**src/rtl/uart_tx.sv**
```systemverilog
// UART transmitter: bytes enter a small FIFO through a valid/ready handshake and
// leave LSB-first on tx framed as start bit, DATA_BITS data bits, STOP_BITS stop bits.
module uart_tx #(
    parameter int CLK_DIV    = 1252,
    parameter int DATA_BITS  = 8,
    parameter int FIFO_DEPTH = 4,
    parameter int STOP_BITS  = 1
) (
    input  logic                          clock,
    input  logic                          reset,
    input  logic [DATA_BITS-1:0]          tx_data,
    input  logic                          tx_valid,
    output logic                          tx_ready,
    output logic                          tx,
    output logic                          tx_busy,
    output logic [$clog2(FIFO_DEPTH):0]   fifo_count
);

    localparam int PTR_W  = $clog2(FIFO_DEPTH);
    localparam int CNT_W  = PTR_W + 1;
    localparam int BAUD_W = $clog2(CLK_DIV);
    localparam int BIT_W  = $clog2(DATA_BITS);

    typedef enum logic [1:0] {
        IDLE,
        START,
        DATA,
        STOP
    } state_t;

    state_t                 state_reg, state_next;
    logic [BAUD_W-1:0]      baud_reg, baud_next;
    logic [BIT_W-1:0]       bit_reg, bit_next;
    logic [DATA_BITS-1:0]   shift_reg, shift_next;
    logic                   tx_reg, tx_next;

    logic [DATA_BITS-1:0]   fifo_mem [FIFO_DEPTH];
    logic [PTR_W-1:0]       wr_ptr_reg, rd_ptr_reg;
    logic [CNT_W-1:0]       count_reg, count_next;
    logic [DATA_BITS-1:0]   fifo_head;
    logic                   fifo_empty;
    logic                   push;
    logic                   pop;
    logic                   bit_end;
    logic                   last_data_bit;
    logic                   last_stop_bit;

    assign tx_ready      = (count_reg != CNT_W'(FIFO_DEPTH));
    assign fifo_empty    = (count_reg == '0);
    assign push          = tx_valid && tx_ready;
    assign fifo_head     = fifo_mem[rd_ptr_reg];
    assign bit_end       = (baud_reg == BAUD_W'(CLK_DIV - 1));
    assign last_data_bit = (bit_reg == BIT_W'(DATA_BITS - 1));
    assign last_stop_bit = (bit_reg == BIT_W'(STOP_BITS - 1));

    assign tx         = tx_reg;
    assign tx_busy    = (state_reg != IDLE);
    assign fifo_count = count_reg;

    // Storage carries no reset; occupancy is tracked entirely by the pointers and count.
    always_ff @(posedge clock) begin
        if (push) begin
            fifo_mem[wr_ptr_reg] <= tx_data;
        end
    end

    always_ff @(posedge clock) begin
        if (!reset) begin
            wr_ptr_reg <= '0;
            rd_ptr_reg <= '0;
            count_reg  <= '0;
        end else begin
            if (push) begin
                wr_ptr_reg <= wr_ptr_reg + 1'b1;
            end
            if (pop) begin
                rd_ptr_reg <= rd_ptr_reg + 1'b1;
            end
            count_reg <= count_next;
        end
    end

    always_comb begin
        count_next = count_reg;
        case ({push, pop})
            2'b10:   count_next = count_reg + 1'b1;
            2'b01:   count_next = count_reg - 1'b1;
            default: count_next = count_reg;
        endcase
    end

    always_ff @(posedge clock) begin
        if (!reset) begin
            state_reg <= IDLE;
            baud_reg  <= '0;
            bit_reg   <= '0;
            shift_reg <= '0;
            tx_reg    <= 1'b1;
        end else begin
            state_reg <= state_next;
            baud_reg  <= baud_next;
            bit_reg   <= bit_next;
            shift_reg <= shift_next;
            tx_reg    <= tx_next;
        end
    end

    always_comb begin
        state_next = state_reg;
        baud_next  = baud_reg;
        bit_next   = bit_reg;
        shift_next = shift_reg;
        pop        = 1'b0;

        // Every state change happens on bit_end (or out of IDLE), so the counter restarts per bit.
        if (state_reg != IDLE) begin
            baud_next = bit_end ? '0 : baud_reg + 1'b1;
        end

        case (state_reg)
            IDLE: begin
                baud_next = '0;
                if (!fifo_empty) begin
                    pop        = 1'b1;
                    shift_next = fifo_head;
                    state_next = START;
                end
            end
            START: begin
                if (bit_end) begin
                    state_next = DATA;
                    bit_next   = '0;
                end
            end
            DATA: begin
                if (bit_end) begin
                    shift_next = shift_reg >> 1;
                    if (last_data_bit) begin
                        state_next = STOP;
                        bit_next   = '0;
                    end else begin
                        bit_next = bit_reg + 1'b1;
                    end
                end
            end
            STOP: begin
                if (bit_end) begin
                    if (!last_stop_bit) begin
                        bit_next = bit_reg + 1'b1;
                    end else if (!fifo_empty) begin
                        pop        = 1'b1;
                        shift_next = fifo_head;
                        bit_next   = '0;
                        state_next = START;
                    end else begin
                        bit_next   = '0;
                        state_next = IDLE;
                    end
                end
            end
            default: begin
                state_next = IDLE;
            end
        endcase
    end

    // The line is registered from the next state so it changes on the same edge as the FSM.
    always_comb begin
        tx_next = 1'b1;
        case (state_next)
            START:   tx_next = 1'b0;
            DATA:    tx_next = shift_next[0];
            default: tx_next = 1'b1;
        endcase
    end

endmodule
```
**config.mk**
```make
export PLATFORM = sky130hd
export DESIGN_NAME = uart_tx
export DESIGN_NICKNAME = d
export VERILOG_FILES = /design/src/rtl/uart_tx.sv
export SDC_FILE = /design/constraint.sdc
export NUM_CORES = 1
export LEC_CHECK = 0
export ABC_AREA = 1
export BUFFER_PORTS_ARGS = -buffer_cell sky130_fd_sc_hd__buf_2
export CORE_ASPECT_RATIO = 0.8
export CORE_MARGIN = 2
export CORE_UTILIZATION = 55
export DETAILED_ROUTE_END_ITERATION = 12
export HOLD_SLACK_MARGIN = 0.12
export PLACE_DENSITY = 0.73
export SYNTH_ARGS = -nofsm -noshare
export SYNTH_HDL_FRONTEND = slang
export SYNTH_SLANG_ARGS = --single-unit
```
**constraint.sdc**
```tcl
create_clock -name clock -period 2.7 [get_ports clock]
set_input_delay 0.54 -clock clock [delete_from_list [all_inputs] [get_ports clock]]
set_output_delay 0.54 -clock clock [all_outputs]
set_load 0.05 [all_outputs]
```
==> summary.md, run 1 <==
| Metric | Value |
|---|---|
| Worst slack, placed | `0.411 ns` |
| Hold path depth | `1` |
| Post-synth top cells | `nand2_1, nor2_1, inv_1, dfxtp_1, edfxtp_1` |
| Max-slew violations | `0` |
| Worst-skew pair later-pin latency | `0.35 ns` |
| Row cnt | `24` |
| WP data required | `2.94 ns` |
| CTS Buffer Depth | `2` |
| CP arrival | `approximately 2.6 ns` |
| Global-route wire length before repair | `9750 um` |
| Hold-fix buffers at CTS | `0` |
| Max FFs per register | `32` |
| Synth unique cells | `38` |
| Final ANT Viol Nets | `0` |
| Area grow syn2layout | `12.1%` |
| Share of synthesized flip-flops with an asynchronous set or reset | `0%` |
| Max-cap viol count | `0` |
| Vias | `2440` |
| Vias per inst | `5.13` |
| PD cells | `around 1100 mW/mm^2` |
| Total die area | `between 0.006 and 0.007 sq mm` |
| Final worst slack | `about 0.38 ns` |
| Initial antenna violation count | `0` |
| Crit-path max cell delay | `0.37 ns` |
| Seq cells post-synth | `66` |
| # fillers | `456` |
| Crit path launch type | `flop` |
| Hold Path Class | `in -> reg` |
| Synthesized Nets | `397` |
| Worst-Margin Slew | `around 0.83 ns` |
| TritonCTS Buffers | `9` |
| DR WL/cell | `12.5 um` |
| CP cell instances | `ha_1 > nand2_1 > nor2_4 > nand3_1 > nand2_2 > nand2_1 > inv_2 > ha_1 > inv_1 > fa_1 > a21oi_1 > o21ai_0 > o21ai_0 > a21oi_1` |
| Post-synthesis cell area | `0.00317 sq mm` |
| Crit path buf inv count | `2` |
| Worst slew margin | `44.4%` |
| Die width | `88.9 um` |
| Ports | `17` |
| Pleak | `roughly 1.5 nW` |
| Gpl congestion | `0.882` |
| Drt total wl | `approximately 5900 um` |
| Slowest CP cell | `fa_1` |
| WHS Endpoint | `fifo_mem[2][4]` |
| Count leader, synth | `nand2_1` |
| Post-synth top area share | `30.3%` |
| Nets@finish | `420` |
| Cell Int Power | `2.29 mW` |
| R2R cell count | `14` |
| Reg clk slew, reported paths | `0.08 ns` |
| Comb pwr share | `41.5%` |
| Layout cells sized above 1 | `13.3%` |
| Yosys top cell by area | `edfxtp_1` |
| Power share of the clock group | `23.8%` |
| Post-CTS setup buffers | `0` |
| Num Clock Sinks | `between 60 and 70` |
| Delay-heaviest family, CP | `adder cells` |
| Post-Synthesis Cells | `370` |
| Drt pass-1 iters | `6` |
| Switching Fraction | `41.5%` |
| Design Power | `3.91 mW` |
| RSZ-0062 raised after global routing | `no` |
| Effective utilization at floorplan | `57.7%` |
| Sequential share of power | `approximately a third` |
| Fin crit period | `2.32 ns` |
| PortBufs | `16` |
| EDFF count, synth | `32` |
| H-tree levels | `3` |
| Post-DP HPWL | `roughly 4200 um` |
| Kind of critical path | `reg -> reg` |
| RR Endpoint | `fifo_count[2]` |
| R2r startpoint | `baud_reg[0]` |
| Fmax | `431 MHz` |
| R2R Setup Slk | `0.38 ns` |
| Ys flop type | `dfxtp_1` |
| Synth Warn # | `0` |
| CTS tree | `done` |
| Sequential area share after synthesis | `51.7%` |
| 1st-iter DRT viols | `137` |
| WHS | `0.401 ns` |
| Die Span Y | `71.9 um` |
| Hold_sp | `tx_data[4]` |
| Setup TNS | `0 ns` |
| Final hold violations | `0` |
| Layout Utilization | `64.7%` |
| Vias in the first global route | `approximately 2200` |
| CP Max Fanout | `3` |
| Grt total ovfl | `0` |
| Core footprint | `0.00550 sq mm` |
| GR Util All Layers | `20.6%` |
| Psw | `1.62 mW` |
| Syn Area/Cell | `8.58 sq um` |
| Ant. Diodes | `0` |
| Final Cycle Share | `a little under nine tenths` |
| Setup violators final | `0` |
| CTS Root Cell | `clkbuf_8` |
| Drt drc | `0` |
| Status | `complete, no violations` |
| Ranking of synthesized cells by area | `edfxtp_1, dfxtp_1, nand2_1, ha_1, nor2_1` |
| Largest net degree at the start of global routing | `20` |
| Maximum VDD drop | `between 0.9 and 1 mV` |
| Post_cts resized | `0` |
| CP endpoint kind | `flop` |
| Clock skew | `roughly 0.0052 ns` |
-- cell families after synthesis --
| family | count (synthesis) | synth area share, % |
|---|---|---|
| AOI/OAI and AO/OA | 59 | 10.4 |
| xor gates and xnor gates | 2 | 0.552 |
| adders and majority gates | 16 | 6.55 |
| buffers and inverters | 56 | 7.29 |
| DFF | 66 | 51.7 |
| and+or+nand+nor | 171 | 23.4 |
-- metrics by stage --
step	cell area (sq um)	instances
global route	3560	476
global placement	3330	460
CTS	3560	476
detailed placement	3330	460
floorplan	3170	370
finish	3560	476
-- power by group through the flow --
| stage | clock network, mW | logic (mW) | registers, mW |
|---|---|---|---|
| 3_5_place_dp | 0 | 1.61 | 1.38 |
| 3_3_place_gp | 0 | 1.57 | 1.37 |
| 5_1_grt | 0.998 | 1.83 | 1.38 |
| 6_report | 0.930 | 1.62 | 1.36 |
| 2_1_floorplan | 0 | 1.23 | 1.44 |
| 4_1_cts | 0.945 | 1.62 | 1.36 |
-- layer usage --
| layer | vias up | part of all wire, % | global-route usage (%) |
|---|---|---|---|
| met5 | - | 0 | 0 |
| met4 | 0 | 1.2 | 6.23 |
| met3 | 9 | 4.8 | 8.19 |
| met2 | 52 | 46 | 30.8 |
| met1 | 1137 | 48 | 27.8 |
| li1 | 1242 | - | - |
-- layout make-up --
cell class	instances	area, sq um	share of cell area [%]
Clock buffer	9	124	3.48
Clock inverter	7	101	2.85
Inverter	48	181	5.10
Multi-Input combinational cell	248	1300	36.6
Sequential cell	66	1640	46.2
Tap cell	78	97.6	2.74
Timing Repair Buffer	20	110	3.10
-- cell usage in the layout (no fill, tap or decap), drive strengths merged --
master     n
fa         1
nand4      2
o31ai      6
nor2      48
clkinvlp   2
o21ai     14
nand3     15
nor3       3
and2       1
dfxtp     34
buf       20
nor4       1
nor3b      2
clkbuf     9
o21bai     1
xor2       2
edfxtp    32
a211oi     2
clkinv     3
a31o       1
inv       48
bufinv     2
o22ai      1
nand2     99
a21oi     32
ha        15
o21a       2
-- how the worst max path moves through the flow --
stage,from,to,slack (ns),cells after the start
final,baud_reg[0],fifo_count[2],0.38,14
after CTS,baud_reg[0],fifo_count[2],0.39,14
after detailed placement,baud_reg[0],fifo_count[2],0.41,14
after global placement,baud_reg[0],fifo_count[2],0.49,14
after floorplan,fifo_count[2],fifo_count[2],0.18,9
after global routing,baud_reg[0],fifo_count[2],0.16,14
Note: power is estimated with default switching activity, not from simulation.
==> run 2: changes to the inputs <==
- ABC_AREA: 1 -> 0
==> run 2 against run 1 <==
Clock-buffer cell count up 1. Critical path depth down 4. Area after synthesis down 1.7%. Die area down 1.6%. Critical endpoint unchanged.
==> summary.md, run 2 <==
| Metric | Value |
|---|---|
| Syn Area/Cell | `12.0 sq um (+40%)` |
| Start point of the critical path | `baud_reg[0]` |
| Commonest non-fill, non-tap cells in the layout | `dfxtp_1, edfxtp_1, nor2_1` |
| WP data required | `2.96 ns (+0.02 ns)` |
| CTS Root Cell | `clkbuf_8` |
| Cell Int Power | `2.18 mW (-4.5%)` |
| Fin crit period | `2.54 ns (+0.218 ns)` |
| TritonCTS Buffers | `9 (unchanged)` |
| Vias per inst | `5.66 (+10%)` |
| Switching Fraction | `32.7% (-8.8 points)` |
| Status | `complete, no violations` |
| Worst-Margin Slew | `0.514 ns (-0.317 ns)` |
| PortBufs | `16 (unchanged)` |
| Drt drc | `0 (unchanged)` |
| RSZ-0062 raised after global routing | `no` |
| Psw | `1.06 mW (-35%)` |
| Setup TNS | `0 ns (unchanged)` |
| R2r startpoint | `baud_reg[0]` |
| # fillers | `451 (-1.1%)` |
| Post-synthesis cell area | `0.00312 sq mm (-1.7%)` |
| Synth unique cells | `50 (+32%)` |
| Crit path launch type | `flop` |
| Ports | `17 (unchanged)` |
| Reg clk slew, reported paths | `0.07 ns (about the same)` |
| Setup violators final | `0 (unchanged)` |
| 1st-iter DRT viols | `175 (+28%)` |
| Gpl congestion | `0.890 (+0.95%)` |
| Count leader, synth | `dfxtp_1` |
| Nets@finish | `310 (-26%)` |
| Sequential area share after synthesis | `52.6% (+0.87 points)` |
| Ranking of synthesized cells by area | `edfxtp_1, dfxtp_1, ha_1, mux4_2, nor2_1` |
| Post-CTS setup buffers | `0 (unchanged)` |
| Grt total ovfl | `0 (unchanged)` |
| Metal-1 WL | `2680 um (-6.3%)` |
| Highest routed layer | `met4` |
| Synth Warn # | `0 (unchanged)` |
| Hold Path Class | `in -> reg` |
| Fmax | `394 MHz (-8.6%)` |
| Total die area | `0.00630 sq mm (-1.6%)` |
| Max-cap viol count | `0 (unchanged)` |
| DR WL/cell | `15.8 um (+27%)` |
| Post-synth top cells | `dfxtp_1, edfxtp_1, nor2_1, ha_1, inv_1` |
| Ys flop type | `dfxtp_1` |
| Register area | `0.00164 sq mm (+0.15%)` |
| Synthesized Nets | `286 (-28%)` |
| Drt total wl | `5800 um (-2.5%)` |
| Wire length on met3 | `239 um (-16%)` |
| CP endpoint kind | `flop` |
| EDFF count, synth | `32 (unchanged)` |
| Multi-input logic area | `0.00140 sq mm (+7.4%)` |
| Max-slew violations | `0 (unchanged)` |
| Kind of critical path | `reg -> reg` |
| Placed cell area | `0.00331 sq mm (-0.56%)` |
| Yosys top cell by area | `edfxtp_1` |
| CP arrival | `2.79 ns (+0.23 ns)` |
| Maximum VDD drop | `0.664 mV (-33%)` |
| Global-route wire length before repair | `10100 um (+4.1%)` |
| Worst slew margin | `65.7% (+21 points)` |
| Die Span Y | `71.4 um (-0.79%)` |
| Power share of the clock group | `26.9% (+3.1 points)` |
| Num Clock Sinks | `66 (unchanged)` |
| Post-Synthesis Cells | `259 (-30%)` |
| Layout cells sized above 1 | `20.8% (+7.5 points)` |
| GR Util All Layers | `21.5% (+0.88 points)` |
| Worst-skew pair later-pin latency | `0.34 ns (about the same)` |
| Ant. Diodes | `0 (unchanged)` |
| H-tree levels | `3 (unchanged)` |
| Largest net degree at the start of global routing | `16 (-20%)` |
| Hold-fix buffers at CTS | `0 (unchanged)` |
| Final Cycle Share | `94.0% (+8.1 points)` |
| Max FFs per register | `32 (unchanged)` |
| CTS tree | `done` |
| Post-synth top area share | `30.8% (+0.51 points)` |
| Hold_sp | `tx_data[3]` |
| Finished Cell Area | `0.00352 sq mm (-0.88%)` |
| Die width | `88.2 um (-0.79%)` |
| Core footprint | `0.00547 sq mm (-0.55%)` |
| Final ANT Viol Nets | `0 (unchanged)` |
| PD cells | `921 mW/mm^2 (-16%)` |
| CTS Buffer Depth | `2 (unchanged)` |
| Vias in the first global route | `2051 (-5.6%)` |
| Final hold violations | `0 (unchanged)` |
| Area grow syn2layout | `13.0%` |
| Row cnt | `24 (unchanged)` |
| Initial antenna violation count | `0 (unchanged)` |
| Pleak | `1.38 nW (-10%)` |
| Effective utilization at floorplan | `57.1% (-0.64 points)` |
| Post-DP HPWL | `4250 um (unchanged)` |
| Clock skew | `0.0123 ns (+0.00713 ns)` |
| Share of synthesized flip-flops with an asynchronous set or reset | `0% (unchanged)` |
| CP Max Fanout | `3 (unchanged)` |
| Seq cells post-synth | `66 (unchanged)` |
| Met2 routed WL | `2820 um (+3.6%)` |
| Vias | `2071 (-15%)` |
| Sequential share of power | `40.5% (+5.7 points)` |
| Comb pwr share | `32.6% (-8.9 points)` |
| Drt pass-1 iters | `4 (-2)` |
run 2: per-stage QoR:
stage               worst slack (ns)  cells  power, mW  hold WS (ns)  util [%]
global placement               0.272    350       2.35         0.421      60.6
CTS                            0.122    366       3.25         0.412      64.4
detailed placement             0.152    350       2.38         0.455      60.6
global route                  0.0161    366       3.45         0.405      64.5
finish                         0.163    366       3.25         0.426      64.5
floorplan                     0.0682    259       2.13         0.413         -
run 2: cell type report:
class                   count  area share (%)
clock buffers              10            3.62
clock inverters             6            2.31
inverters                  14            1.49
multi-input cells         170            39.6
flip-flops and latches     66            46.6
well taps                  78            2.77
repair buffers             22            3.55
run 2: timing repair:
action,CTS,global route
endpoints found under the hold margin,0,0
endpoints found under the setup margin,0,1
resized for setup,0,2
run 2: power by group through the flow:
| stage | sequential (mW) | combinational, mW | clock, mW |
|---|---|---|---|
| 6_report | 1.31 | 1.06 | 0.874 |
| 5_1_grt | 1.33 | 1.17 | 0.941 |
| 4_1_cts | 1.31 | 1.05 | 0.888 |
| 3_5_place_dp | 1.33 | 1.05 | 0 |
| 3_3_place_gp | 1.33 | 1.02 | 0 |
| 2_1_floorplan | 1.36 | 0.769 | 0 |
run 2: path summary, 6_finish.rpt:
| kind | endpoint | slack (ns) | cells after the start |
|---|---|---|---|
| worst max-delay path | fifo_count[2] | 0.16 | 10 |
| worst min-delay path | fifo_mem[3][3] | 0.43 | 1 |
| worst max register to register | fifo_count[2] | 0.16 | 10 |
| worst min register to register | baud_reg[0] | 0.46 | 1 |
run 2: routing by layer:
layer / global-route usage, % / vias up
li1: - / 1001
met1: 29.7 / 1024
met2: 33.2 / 40
met3: 6.57 / 6
met4: 6.06 / 0
met5: 0 / -
run 2: kinds of logic after synthesis:
logic type,after synthesis,synth area share [%]
multiplexers,12,7.06
flip-flops,66,52.6
adder cells (fa/ha/maj),16,6.66
AND/OR/NAND/NOR,87,16.1
AO/OA/AOI/OAI,41,10.8
XOR/XNOR,14,3.93
buffers and inverters,23,2.89
run 2: critical path: stages (launching register included):
cell and delay (ns):
dfxtp_1 0.35, ha_1 0.21, and4bb_1 0.26, a41o_1 0.24, and2_4 0.17, ha_1 0.18, inv_1 0.06, fa_1 0.37
xor2_1 0.15, or3_1 0.31, a21oi_1 0.15
==> run 3: changes to the inputs <==
- CORE_ASPECT_RATIO: 0.8 -> default
==> run 3 against run 2 <==
Via count shrank 1.8%. Power grew 2.3%. Worst hold slack lost 0.022 ns. First-iteration DRC count grew 51%. Sequential share of layout area shrank 0.13 points. Fmax grew 1.7%. Flip-flop and latch count is the same. Clock-buffer cell count shrank 1. Setup slack gained 0.041 ns. Clock power grew 11%. Critical path type unchanged. Critical endpoint unchanged. Largest cell class unchanged. Largest power group unchanged. Highest routed layer unchanged.
==> summary.md, run 3 (synthesis gave the netlist of run 2 again) <==
| Metric | Value |
|---|---|
| R2R Setup Slk | `0.20 ns (+0.04 ns)` |
| Placed cell area | `0.00330 sq mm (-0.45%)` |
| TritonCTS Buffers | `9 (unchanged)` |
| Status | `complete, no violations` |
| Vias | `2034 (-1.8%)` |
| Largest net degree at the start of global routing | `16 (unchanged)` |
| CP Max Fanout | `3 (unchanged)` |
| PD cells | `940 mW/mm^2 (+2.0%)` |
| Nets@finish | `309 (-0.32%)` |
| GR Util All Layers | `20.1% (-1.4 points)` |
| CP arrival | `2.76 ns (-0.03 ns)` |
| Maximum VDD drop | `0.471 mV (-29%)` |
| Setup violators final | `0 (unchanged)` |
| Clock skew | `0.00754 ns (-0.00476 ns)` |
| Initial antenna violation count | `0 (unchanged)` |
| CP endpoint kind | `flop` |
| Vias per inst | `5.67 (+0.13%)` |
| 1st-iter DRT viols | `265 (+51%)` |
| Final worst slack | `0.205 ns (+0.0414 ns)` |
| Gpl congestion | `0.830 (-6.8%)` |
| Post-DP HPWL | `3870 um (-8.9%)` |
| Drt total wl | `5590 um (-3.5%)` |
| Worst-skew pair later-pin latency | `0.34 ns (about the same)` |
| Final hold violations | `0 (unchanged)` |
| CTS tree | `done` |
| PortBufs | `16 (unchanged)` |
| Post-CTS setup buffers | `0 (unchanged)` |
| H-tree levels | `3 (unchanged)` |
| Multi-input logic area | `0.00140 sq mm (+0.18%)` |
| Total die area | `0.00629 sq mm (about the same)` |
| Finished Cell Area | `0.00353 sq mm (+0.28%)` |
| Vias in the first global route | `1994 (-2.8%)` |
| Crit-path max cell delay | `0.37 ns (about the same)` |
| Slowest CP cell | `fa_1` |
| Max-cap viol count | `0 (unchanged)` |
| Final ANT Viol Nets | `0 (unchanged)` |
| Area grow syn2layout | `13.3%` |
| CTS Buffer Depth | `2 (unchanged)` |
| Global-route wire length before repair | `9470 um (-6.7%)` |
| Worst-Margin Slew | `0.685 ns (+0.171 ns)` |
| Final Non-Filler Cells | `359 (-1.9%)` |
| WP data required | `2.96 ns (about the same)` |
| Kind of critical path | `reg -> reg` |
| # fillers | `437 (-3.1%)` |
| Row cnt | `27 (+13%)` |
| Worst slack, placed | `0.212 ns (+0.0608 ns)` |
| CP cell instances | `ha_1 > and4bb_1 > a41o_1 > and2_4 > ha_2 > inv_1 > fa_1 > xor2_1 > or3_1 > a21oi_1` |
| Layout Utilization | `64.2% (-0.30 points)` |
| Num Clock Sinks | `66 (unchanged)` |
| Worst slew margin | `54.3% (-11 points)` |
| Ant. Diodes | `0 (unchanged)` |
| RSZ-0062 raised after global routing | `no` |
| Die Span Y | `79.3 um (+11%)` |
| Layout cells sized above 1 | `21.6% (+0.77 points)` |
| Register area | `0.00164 sq mm (unchanged)` |
| Setup TNS | `0 ns (unchanged)` |
| Fmax | `401 MHz (+1.7%)` |
| Hold Path Class | `in -> reg` |
| Ports | `17 (unchanged)` |
| Crit path buf inv count | `1 (unchanged)` |
| Inst Count DP | `343 (-2.0%)` |
| CTS Root Cell | `clkbuf_8` |
| Fin crit period | `2.50 ns (-0.0414 ns)` |
| Drt drc | `0 (unchanged)` |
| Effective utilization at floorplan | `56.7% (-0.43 points)` |
| DR WL/cell | `15.6 um (-1.6%)` |
| Die width | `79.3 um (-10%)` |
| Grt total ovfl | `0 (unchanged)` |
| WHS | `0.404 ns (-0.0221 ns)` |
| Max FFs per register | `32 (unchanged)` |
| Design Power | `3.32 mW (+2.3%)` |
| Final Cycle Share | `92.4% (-1.5 points)` |
| Crit path launch type | `flop` |
| Core footprint | `0.00551 sq mm (+0.76%)` |
| Commonest non-fill, non-tap cells in the layout | `dfxtp_1, edfxtp_1, nor2_1` |
| Drt pass-1 iters | `4 (unchanged)` |
| Delay-heaviest family, CP | `adder cells` |
| Pleak | `1.38 nW (+0.26%)` |
| Reg clk slew, reported paths | `0.08 ns (about the same)` |
| Max-slew violations | `0 (unchanged)` |
==> run 3: area by class of cell <==
cell class	count	area share [%]
tap	72	2.55
clock buffer	9	3.50
sequential	66	46.5
inverter	14	1.49
clock inverter	7	3.04
multi-input combinational	170	39.6
timing repair buffer	21	3.33
==> run 3: metal layers <==
metal	routed length (um)	GRT usage, %	part of all wire, %
met5	0	0	0
met4	128	10.2	2.3
met3	235	6.70	4.2
met2	2670	31.1	48
met1	2560	25.2	46
==> run 3: final timing paths <==
check / to / depth (start not counted) / start
worst max register to register: fifo_count[2] / 10 / baud_reg[0]
worst min register to register: baud_reg[0] / 1 / baud_reg[0]
worst max-delay path: fifo_count[2] / 10 / baud_reg[0]
worst min-delay path: fifo_mem[0][4] / 1 / tx_data[4]
==> run 3: timing repair <==
item / 4_1_cts / 5_1_grt
resized for setup: 0 / 3
setup endpoints to repair: 0 / 1
hold buffers: 0 / 0
==> run 3: where the power goes <==
group	internal [mW]	switching (mW)	total [mW]
clock network	0.539	0.427	0.966
logic	0.467	0.575	1.04
registers	1.20	0.113	1.31
total	2.21	1.12	3.32
